[src/rtl/uart_pkg.sv]
// Shared UART definitions: frame defaults and the receive state encoding.
// No timing of its own; constants only.
package uart_pkg;

  localparam int OVERSAMPLE_DEF = 16;
  localparam int DATA_BITS_DEF  = 8;

  typedef enum logic [2:0] {
    RX_IDLE,
    RX_START,
    RX_DATA,
    RX_STOP,
    RX_BREAK
  } rx_state_t;

endpackage

[src/rtl/sync2.sv]
// Two-flop synchroniser for an asynchronous level input; 2 clk latency.
// No backpressure; reset value selectable so idle-high lines stay quiet.
module sync2 #(
  parameter logic RST_VAL = 1'b1
) (
  input  logic clk,
  input  logic reset,
  input  logic d,
  output logic q
);

  logic meta;

  always_ff @(posedge clk) begin
    if (reset) begin
      meta <= RST_VAL;
      q    <= RST_VAL;
    end else begin
      meta <= d;
      q    <= meta;
    end
  end

endmodule

[src/rtl/uart_rx_ctrl.sv]
// UART receive bit timing: start detect, mid-bit sampling, stop check; outputs registered.
// First shift ~2 sync clks + 1.5 bit periods after the start edge; no backpressure (rx_sipo always accepts).
module uart_rx_ctrl
  import uart_pkg::*;
#(
  parameter int OVERSAMPLE = OVERSAMPLE_DEF,
  parameter int DATA_BITS  = DATA_BITS_DEF
) (
  input  logic clk,
  input  logic reset,
  input  logic rx_line,
  input  logic baud_tick,
  output logic rx_bit,
  output logic shift,
  output logic frame_done,
  output logic framing_err,
  output logic busy
);

  localparam int TW = $clog2(OVERSAMPLE);
  localparam int BW = $clog2(DATA_BITS + 1);

  localparam logic [TW-1:0] T_MID  = TW'(OVERSAMPLE / 2 - 1);
  localparam logic [TW-1:0] T_END  = TW'(OVERSAMPLE - 1);
  localparam logic [BW-1:0] B_LAST = BW'(DATA_BITS - 1);

  logic rx_s;

  rx_state_t     state, state_nxt;
  logic [TW-1:0] tick_cnt, tick_nxt;
  logic [BW-1:0] bit_cnt, bit_nxt;
  logic          rx_bit_nxt, shift_nxt, done_nxt, err_nxt, busy_nxt;

  sync2 #(.RST_VAL(1'b1)) u_sync (
    .clk   (clk),
    .reset (reset),
    .d     (rx_line),
    .q     (rx_s)
  );

  always_ff @(posedge clk) begin
    if (reset) begin
      state       <= RX_IDLE;
      tick_cnt    <= '0;
      bit_cnt     <= '0;
      rx_bit      <= 1'b1;
      shift       <= 1'b0;
      frame_done  <= 1'b0;
      framing_err <= 1'b0;
      busy        <= 1'b0;
    end else begin
      state       <= state_nxt;
      tick_cnt    <= tick_nxt;
      bit_cnt     <= bit_nxt;
      rx_bit      <= rx_bit_nxt;
      shift       <= shift_nxt;
      frame_done  <= done_nxt;
      framing_err <= err_nxt;
      busy        <= busy_nxt;
    end
  end

  always_comb begin
    state_nxt  = state;
    tick_nxt   = tick_cnt;
    bit_nxt    = bit_cnt;
    rx_bit_nxt = rx_bit;
    shift_nxt  = 1'b0;
    done_nxt   = 1'b0;
    err_nxt    = 1'b0;

    unique case (state)
      RX_IDLE: begin
        if (baud_tick && !rx_s) begin
          state_nxt = RX_START;
          tick_nxt  = '0;
        end
      end

      // Re-check the line half a bit in; a high here was only a glitch.
      RX_START: begin
        if (baud_tick) begin
          if (tick_cnt == T_MID) begin
            tick_nxt = '0;
            if (!rx_s) begin
              state_nxt = RX_DATA;
              bit_nxt   = '0;
            end else begin
              state_nxt = RX_IDLE;
            end
          end else begin
            tick_nxt = tick_cnt + 1'b1;
          end
        end
      end

      RX_DATA: begin
        if (baud_tick) begin
          if (tick_cnt == T_END) begin
            tick_nxt   = '0;
            bit_nxt    = bit_cnt + 1'b1;
            rx_bit_nxt = rx_s;
            shift_nxt  = 1'b1;
            if (bit_cnt == B_LAST) state_nxt = RX_STOP;
          end else begin
            tick_nxt = tick_cnt + 1'b1;
          end
        end
      end

      RX_STOP: begin
        if (baud_tick) begin
          if (tick_cnt == T_END) begin
            tick_nxt = '0;
            if (rx_s) begin
              done_nxt  = 1'b1;
              state_nxt = RX_IDLE;
            end else begin
              err_nxt   = 1'b1;
              state_nxt = RX_BREAK;
            end
          end else begin
            tick_nxt = tick_cnt + 1'b1;
          end
        end
      end

      // Line held low past the stop bit: wait for it to go idle, tick or not.
      RX_BREAK: begin
        if (rx_s) state_nxt = RX_IDLE;
      end

      default: state_nxt = RX_IDLE;
    endcase

    busy_nxt = (state_nxt != RX_IDLE);
  end

endmodule

[config.mk]
export PLATFORM = sky130hd
export DESIGN_NAME = uart_rx_ctrl
export DESIGN_NICKNAME = d
export VERILOG_FILES = /design/src/rtl/uart_pkg.sv /design/src/rtl/sync2.sv /design/src/rtl/uart_rx_ctrl.sv
export SDC_FILE = /design/constraint.sdc
export NUM_CORES = 1
export LEC_CHECK = 0
export CAP_MARGIN = 5
export CELL_PAD_IN_SITES_DETAIL_PLACEMENT = 1
export CELL_PAD_IN_SITES_GLOBAL_PLACEMENT = 1
export CORE_ASPECT_RATIO = 0.8
export CORE_MARGIN = 3
export CORE_UTILIZATION = 41
export DETAILED_ROUTE_END_ITERATION = 12
export PLACE_DENSITY = 0.85
export SETUP_SLACK_MARGIN = 0.5
export SLEW_MARGIN = 40
export SYNTH_ARGS = -nofsm -noshare
export SYNTH_HDL_FRONTEND = slang
export SYNTH_SLANG_ARGS = --single-unit
[constraint.sdc]
create_clock -name clk -period 1.8 [get_ports clk]
set_input_delay 0.45 -clock clk [delete_from_list [all_inputs] [get_ports clk]]
set_output_delay 0.45 -clock clk [all_outputs]
set_load 0.01 [all_outputs]
==> results of run 1 <==
[where the power goes]
part           internal (mW)  total, mW  switching (mW)  leakage [nW]
Clock                  0.124      0.253           0.130        0.0210
Sequential             0.395      0.402         0.00670         0.151
Combinational         0.0292     0.0578          0.0286         0.348
[worst max-delay path, cell delays in order (launching register included)]
cell and delay [ps]:
dfxtp_4 370, ha_4 160, and4_4 270, a32oi_1 120
or3_1 390, nand4_1 80
[final timing paths]
kind                                 end  slack, ps
worst max-delay path                busy        350
worst min-delay path            u_sync.q        440
worst max register to register      busy        350
worst min register to register  u_sync.q        440
[final cells by class]
type,count,area (µm²),area share [%]
well taps,24,30.0,2.33
multi-input cells,70,589,45.8
flip-flops and latches,18,390,30.4
repair buffers,29,221,17.2
clock buffers,4,36.3,2.82
inverters,5,18.8,1.46
[cells in the mapped netlist, types with 2 or more instances]
master,count,area (µm²)
and3_1,2,12.5
nand2_1,6,22.5
mux2i_1,3,30.0
buf_6,3,33.8
a32oi_1,2,17.5
o21ai_0,2,10.0
dfxtp_1,18,360
ha_1,2,25.0
nor4b_1,2,17.5
xnor2_1,3,26.3
nand4_1,2,12.5
nand3_1,7,35.0
nor2_1,8,30.0
inv_1,5,18.8
or3_1,5,31.3
a21oi_1,5,25.0
or2_2,2,12.5
[metal layers]
layer	global-route usage, %	up-vias	routed length, µm
met3	4.85	8	117
met5	0	-	0
li1	-	413	-
met2	39.4	22	1580
met4	13.9	0	63
met1	26.8	426	1300
[kinds of logic after synthesis]
kind of cell,share of synthesized area [%]
muxes,3.38
and+or+nand+nor,29.1
buffers and inverters,6.89
DFF,40.5
AOI/OAI and AO/OA,14.3
adders and majority gates,2.81
xor gates and xnor gates,2.95
[state kept, by name (all words and copies together) (netlist names)]
| register | count |
|---|---|
| busy | 1 |
| framing_err | 1 |
| rx_bit | 1 |
| u_sync.q | 1 |
| bit_cnt | 4 |
| tick_cnt | 4 |
| frame_done | 1 |
| shift | 1 |
| u_sync.meta | 1 |
| state | 3 |
[timing repair]
item / 4_1_cts / 5_1_grt
setup buffers: 8 / 5
endpoints found under the setup margin: 22 / 18
pin swaps: 8 / 9
gates resized for setup: 39 / 18
==> qor.yml, run 1 <==
synth:
  avgSynthCellArea_um2: 9.08
  post_synth_num_cell_types: 38
  post_syn_instances: 98
  synth_enable_flop_cells: 0
  yosys_register_bits: 18
  synth_ff_type: "dfxtp_1"
  synthArstFlopShare_pct: 0
  mappedNetlistNets: 104
  post_synthesis_instance_area_um2: 890
  synth-warning-count: 0
  sequential_cell_area_fraction_in_the_yosys_report_pct: 40.5
cells_and_area:
  layout_common_cells: "buf_4, dfxtp_1, nand3_1, dfxtp_4"
  post-route-util_pct: 65.6
  nets: 133
  stdcell_count: 150
  design_area_mm2: 0.00129
  layout_commonest_cell: "buf_4"
  insertedDiodeCount: 0
  areaGrowthSynthToFinish_pct: 44.6
  post_route_cells_drive_above_1_share_pct: 47.6
  filler_cell_count: 221
sta:
  grt_setup_unrepaired: "yes"
  layout_worst_path_cycle_share_pct: 80.5
  finalClockSkew_ps: 6.26
  finalCriticalPeriod_ps: 1450
  max_freq_mhz: 690
  report.final.slew_viol_count: 0
  finalHoldViolations: 0
  worst_hold_slack_ps: 436
  worst_slew_margin_rel_pct: 73.4
  totalNegativeSetupSlack_ps: 0
  measured_slew_at_the_worst_slew_check_pin_ps: 399
  setup_violations: 0
  final_critical_path_setup_slack_ps: 350
drt:
  via_count: 869
  drt_pass1_iterations: 4
  routed_wl_um: 3060
  viasPerCell: 5.79
  detail_route.wl_per_cell_um: 20.4
  final_antenna_net_count: 0
  first_iter_violations: 18
  drcViolationCount: 0
global_routing:
  initial_antenna_violation_count: 0
  largest_net_degree_at_the_start_of_global_routing: 12
  first_global_vias: 836
  grt_first_pass_wirelength_um: 4460
  overflow: 0
  grtUsageTotal_pct: 22.8
die:
  die-width_um: 58.1
  fp.coreArea_mm2: 0.00196
  pin_count: 9
  floorplan.initialDensity_pct: 45.3
  rows: 14
  chipHeight_um: 47.7
  floorplan.die_area_mm2: 0.00277
clocking:
  clock_sink_count: 18
  ctsHoldBuffers: 0
  tritoncts.num_buffers: 3
  clk_transition_reported_paths_ps: 100
  clock_tree.htree_level_count: 1
  clk_latency_ps: 300
  cts_buffer_depth: 2
  cts_tree: "built"
  clock_tree.root_cell: "clkbuf_4"
setup_path:
  endpoint_kind: "flip-flop"
  crit_path_start_kind: "flip-flop"
  worst-endpoint-required_ps: 2040
  critical_path.startpoint: "tick_cnt[0]"
  reg2regPathDepth: 5
  crit_type: "reg -> reg"
  r2r-start: "tick_cnt[0]"
  critPathMaxFanout: 6
  cp_data_arrival_time_ps: 1690
run:
  maxCapViolations: 0
place:
  hpwl_um: 1660
  dpl-instance-area_mm2: 0.00104
  numPlacedInstances: 133
  place.gp.congestion: 0.855
  count_of_buffers_inserted_at_the_top_level_ports: 8
  placement.setup.worst_slack_ps: -174
power_and_ir_drop:
  ir_worst_vdd_mv: 0.433
  cellPowerDensity_mw_per_mm2: 554
  post-layout-total-power_uw: 713
  power.leakage_nw: 0.520
hold_path:
  worstHoldPathType: "reg -> reg"
  worstHoldPathCells: 1
  hp-start: "u_sync.meta"
run_status:
  run_status: "completed"
Note: power is estimated with default switching activity, not from simulation.
==> inputs of run 2 (changes only) <==
--- a/config.mk
+++ b/config.mk
@@ -10,9 +10,9 @@
 export CELL_PAD_IN_SITES_GLOBAL_PLACEMENT = 1
 export CORE_ASPECT_RATIO = 0.8
 export CORE_MARGIN = 3
-export CORE_UTILIZATION = 41
+export CORE_UTILIZATION = 37
 export DETAILED_ROUTE_END_ITERATION = 12
-export PLACE_DENSITY = 0.85
+export PLACE_DENSITY = 0.82
 export SETUP_SLACK_MARGIN = 0.5
 export SLEW_MARGIN = 40
 export SYNTH_ARGS = -nofsm -noshare
==> constraint.sdc (replaced) <==
create_clock -name clk -period 1.25 [get_ports clk]
set_input_delay 0.3125 -clock clk [delete_from_list [all_inputs] [get_ports clk]]
set_output_delay 0.3125 -clock clk [all_outputs]
set_load 0.01 [all_outputs]
==> qor.yml, run 2 (synthesis gave the netlist of run 1 again) <==
cells_and_area:
  layout_common_cells: "buf_4, dfxtp_1, nand3_1, dfxtp_2"
  area_of_the_multi_input_gates_um2: 586
  areaGrowthSynthToFinish_pct: 42.8
  largest_registers: "bit_cnt (4), tick_cnt (4), state (3)"
  post-route-util_pct: 57.3
  ff_latch_area_um2: 377
  nets: 132
  layout_commonest_cell: "buf_4"
  post_route_cells_drive_above_1_share_pct: 48.0
  filler_cell_count: 248
  insertedDiodeCount: 0
drt:
  drt-met1-wl_um: 1250
  top_layer_used: "met4"
  drt_pass1_iterations: 4
  detail_route.wl_per_cell_um: 18.4
  first_iter_violations: 24
  drcViolationCount: 0
  final_antenna_net_count: 0
  viasPerCell: 5.81
  met3_wirelength_um: 96
  dr_wl_met2_um: 1360
  routed_wl_um: 2760
  via_count: 871
clocking:
  clock_sink_count: 18
  clock_tree.root_cell: "clkbuf_4"
  cts_tree: "built"
  clk_transition_reported_paths_ps: 110
  clock_tree.htree_level_count: 1
  cts_buffer_depth: 2
  ctsHoldBuffers: 0
  clk_latency_ps: 300
  tritoncts.num_buffers: 3
power_and_ir_drop:
  post-layout-total-power_mw: 1.03
  cellPowerDensity_mw_per_mm2: 809
  power_report.internal_total_uw: 794
  power.leakage_nw: 0.513
  net_switching_component_of_the_power_uw: 234
  ir_worst_vdd_mv: 0.569
  sequentialPowerShare_pct: 56.9
  comb_power_share_pct: 7.9
  power.clock.fraction_pct: 35.2
  share_of_total_power_consumed_by_net_switching_pct: 22.7
setup_path:
  crit_chain: "buf_4 > nand2b_1 > a21oi_2 > mux2i_1 > nor2_1"
  worst-endpoint-required_ps: 1440
  cp_data_arrival_time_ps: 1620
  critical_path.n_buffers_inverters: 1
  timing.critical_path.slowest_cell_delay_ps: 400
  endpoint_kind: "flip-flop"
  crit_type: "reg -> reg"
  critPathMaxFanout: 7
  crit_path_start_kind: "flip-flop"
  critical-path-top-delay-family: "flip-flops"
  critical-path-slowest-cell: "dfxtp_2"
global_routing:
  largest_net_degree_at_the_start_of_global_routing: 11
  initial_antenna_violation_count: 0
  overflow: 0
  grtUsageTotal_pct: 20.1
  first_global_vias: 950
  grt_first_pass_wirelength_um: 4550
sta:
  max_freq_mhz: 698
  report.final.slew_viol_count: 0
  finalHoldViolations: 0
  finalClockSkew_ps: 9.51
  setup_violations: 12
  final_critical_path_setup_slack_ps: -183
  grt_setup_unrepaired: "yes"
  measured_slew_at_the_worst_slew_check_pin_ps: 289
  worst_slew_margin_rel_pct: 80.7
  finalCriticalPeriod_ps: 1430
  layout_worst_path_cycle_share_pct: 115
  totalNegativeSetupSlack_ps: -1590
die:
  pin_count: 9
  floorplan.die_area_mm2: 0.00303
  die-width_um: 60.8
  rows: 15
  fp.coreArea_mm2: 0.00221
  chipHeight_um: 49.9
  floorplan.initialDensity_pct: 40.2
run:
  maxCapViolations: 0
run_status:
  run_status: "complete, but fails checks"
  violations_in_the_final_reports: "setup timing"
place:
  hpwl_um: 1890
  place.gp.congestion: 0.844
  count_of_buffers_inserted_at_the_top_level_ports: 8
  placement.setup.worst_slack_ps: -520
hold_path:
  worstHoldPathType: "in -> reg"
[run 2: cell count changes in the layout (fill, tap and decap cells not counted), sizes merged]
cell,previous run,this run
dlygate4sd2,2,1
[run 2: metrics by stage]
step	cells	hold WS, ps	area (µm²)
2_1_floorplan	98	389	958
3_3_place_gp	141	413	1110
3_5_place_dp	141	421	1110
4_1_cts	147	289	1190
5_1_grt	150	435	1270
6_report	150	428	1270
[run 2: layout make-up]
cell class,count,share of cell area [%]
Tap cell,25,2.46
Inverter,5,1.48
Multi-Input combinational cell,70,46.1
Clock buffer,4,2.86
Sequential cell,18,29.7
Timing Repair Buffer,28,17.4
[run 2: tightest hold or removal path, delay by kind of cell]
family	cells	cell delay, ps
buffers and inverters	2	320
and+or+nand+nor	1	70
[run 2: path summary, 6_finish.rpt]
kind               startpoint     endpoint  slack, ps  cells past startpoint
setup / recovery     state[2]  tick_cnt[1]       -180                      5
hold reg to reg   u_sync.meta     u_sync.q        460                      1
hold / removal          reset        shift        430                      3
setup reg to reg     state[2]  tick_cnt[1]       -180                      5
[run 2: power by group through the flow]
stage | clock network, mW | registers [mW] | logic [mW]
after floorplan | 0 | 0.601 | 0.0448
after global placement | 0 | 0.600 | 0.0728
after detailed placement | 0 | 0.601 | 0.0761
after CTS | 0.380 | 0.586 | 0.0775
after global routing | 0.407 | 0.586 | 0.0890
final | 0.361 | 0.585 | 0.0813
[run 2: routing by layer]
layer  track usage, %  up-vias
li1                 -      413
met1             24.6      435
met2             34.2       17
met3             5.76        6
met4             4.69        0
met5                0        -
[run 2: repair_timing]
action | CTS | global route
pin swaps | 7 | 8
setup buffers | 2 | 3
gates resized for setup | 39 | 14
setup endpoints to repair | 23 | 21
cloned | 0 | 0
==> inputs of run 3 (changes only) <==
--- a/config.mk
+++ b/config.mk
@@ -13,6 +13,7 @@
 export CORE_UTILIZATION = 37
 export DETAILED_ROUTE_END_ITERATION = 12
 export PLACE_DENSITY = 0.82
+export RECOVER_POWER = 50
 export SETUP_SLACK_MARGIN = 0.5
 export SLEW_MARGIN = 40
 export SYNTH_ARGS = -nofsm -noshare
==> qor.yml, run 3 (synthesis gave the netlist of run 1 again) <==
clocking:
  clk_transition_reported_paths_ps: 110
  ctsHoldBuffers: 0
  clock_tree.root_cell: "clkbuf_4"
  tritoncts.num_buffers: 3
  cts_buffer_depth: 2
  clk_latency_ps: 300
  cts_tree: "built"
  clock_tree.htree_level_count: 1
  clock_sink_count: 18
sta:
  report.final.slew_viol_count: 0
  layout_worst_path_cycle_share_pct: 115
  final_critical_path_setup_slack_ps: -183
  finalCriticalPeriod_ps: 1430
  grt_setup_unrepaired: "yes"
  setup_violations: 12
  max_freq_mhz: 698
  worst_hold_slack_ps: 435
  finalClockSkew_ps: 9.52
  measured_slew_at_the_worst_slew_check_pin_ps: 289
  worst_slew_margin_rel_pct: 80.7
  finalHoldViolations: 0
setup_path:
  endpoint_kind: "flip-flop"
  crit_type: "reg -> reg"
  critPathMaxFanout: 7
  cp_data_arrival_time_ps: 1620
  crit_path_start_kind: "flip-flop"
  worst-endpoint-required_ps: 1440
die:
  fp.coreArea_mm2: 0.00221
  floorplan.initialDensity_pct: 40.2
  rows: 15
  die-width_um: 60.8
  chipHeight_um: 49.9
  pin_count: 9
  floorplan.die_area_mm2: 0.00303
power_and_ir_drop:
  ir_worst_vdd_mv: 0.572
  power.leakage_nw: 0.506
  cellPowerDensity_mw_per_mm2: 812
run_status:
  run_status: "complete, but fails checks"
  violations_in_the_final_reports: "setup timing"
cells_and_area:
  filler_cell_count: 250
  areaGrowthSynthToFinish_pct: 41.9
  largest_registers: "bit_cnt (4), tick_cnt (4), state (3)"
  layout_commonest_cell: "buf_4"
  post_route_cells_drive_above_1_share_pct: 46.4
  insertedDiodeCount: 0
  nets: 132
  layout_common_cells: "buf_4, dfxtp_1, nand3_1"
global_routing:
  initial_antenna_violation_count: 0
  largest_net_degree_at_the_start_of_global_routing: 11
  overflow: 0
  grt_first_pass_wirelength_um: 4550
  first_global_vias: 950
  grtUsageTotal_pct: 20.1
drt:
  final_antenna_net_count: 0
  drt-met1-wl_um: 1250
  detail_route.wl_per_cell_um: 18.4
  viasPerCell: 5.81
  first_iter_violations: 24
  drt_pass1_iterations: 4
  dr_wl_met2_um: 1360
  drcViolationCount: 0
  via_count: 871
  met3_wirelength_um: 96
  top_layer_used: "met4"
  routed_wl_um: 2760
hold_path:
  worstHoldPathType: "in -> reg"
place:
  count_of_buffers_inserted_at_the_top_level_ports: 8
  place.gp.congestion: 0.844
  hpwl_um: 1890
  placement.setup.worst_slack_ps: -520
run:
  maxCapViolations: 0
[run 3: cell count changes in the layout (fill, tap and decap cells not counted), sizes merged]
cell / before / now
clkbuf: 4 / 5
buf: 26 / 25
[run 3: layout make-up]
type	instances	area, µm²	area share (%)
multi-input combinational	70	581	46.0
tap	25	31.3	2.48
timing repair buffer	28	220	17.4
clock buffer	4	36.3	2.87
sequential	18	375	29.7
inverter	5	18.8	1.49
[run 3: worst max-delay path, stage by stage, from the launching register on]
cell and delay [ps]:
dfxtp_2 400, buf_4 180, nand2b_1 170, a21oi_2 240
mux2i_1 260, nor2_1 60
[run 3: per-layer routing]
metal  vias up  GRT usage (%)
met2        17           34.2
met3         6           5.76
li1        413              -
met4         0           4.69
met1       435           24.6
met5         -              0
[run 3: worst paths after layout]
| path | startpoint | end | slack [ps] | cells past startpoint |
|---|---|---|---|---|
| worst max-delay path | state[2] | tick_cnt[1] | -180 | 5 |
| worst min-delay path | reset | shift | 440 | 3 |
| worst max register to register | state[2] | tick_cnt[1] | -180 | 5 |
| worst min register to register | u_sync.meta | u_sync.q | 450 | 1 |
[run 3: through the flow]
stage                     TNS (ps)  instance area [µm²]  utilization [%]  instances  power, mW
after floorplan               -216                  958                -         98      0.646
after global placement       -6360                 1110             50.2        141      0.673
after detailed placement     -7090                 1110             50.2        141      0.677
after CTS                    -1320                 1190             53.8        147       1.04
after global routing         -2390                 1260             57.0        150       1.08
final                        -1590                 1260             57.0        150       1.03
[run 3: what timing repair did]
action / CTS / global route
resized for setup: 39 / 14
setup endpoints to repair: 23 / 21
pin swaps: 7 / 8
setup buffers: 2 / 3
[run 3: report_power, final]
group          switching (mW)  total [mW]  internal [mW]  leakage (nW)
combinational          0.0424      0.0792         0.0368         0.335
sequential            0.00691       0.585          0.578         0.149
clock                   0.184       0.361          0.178        0.0210
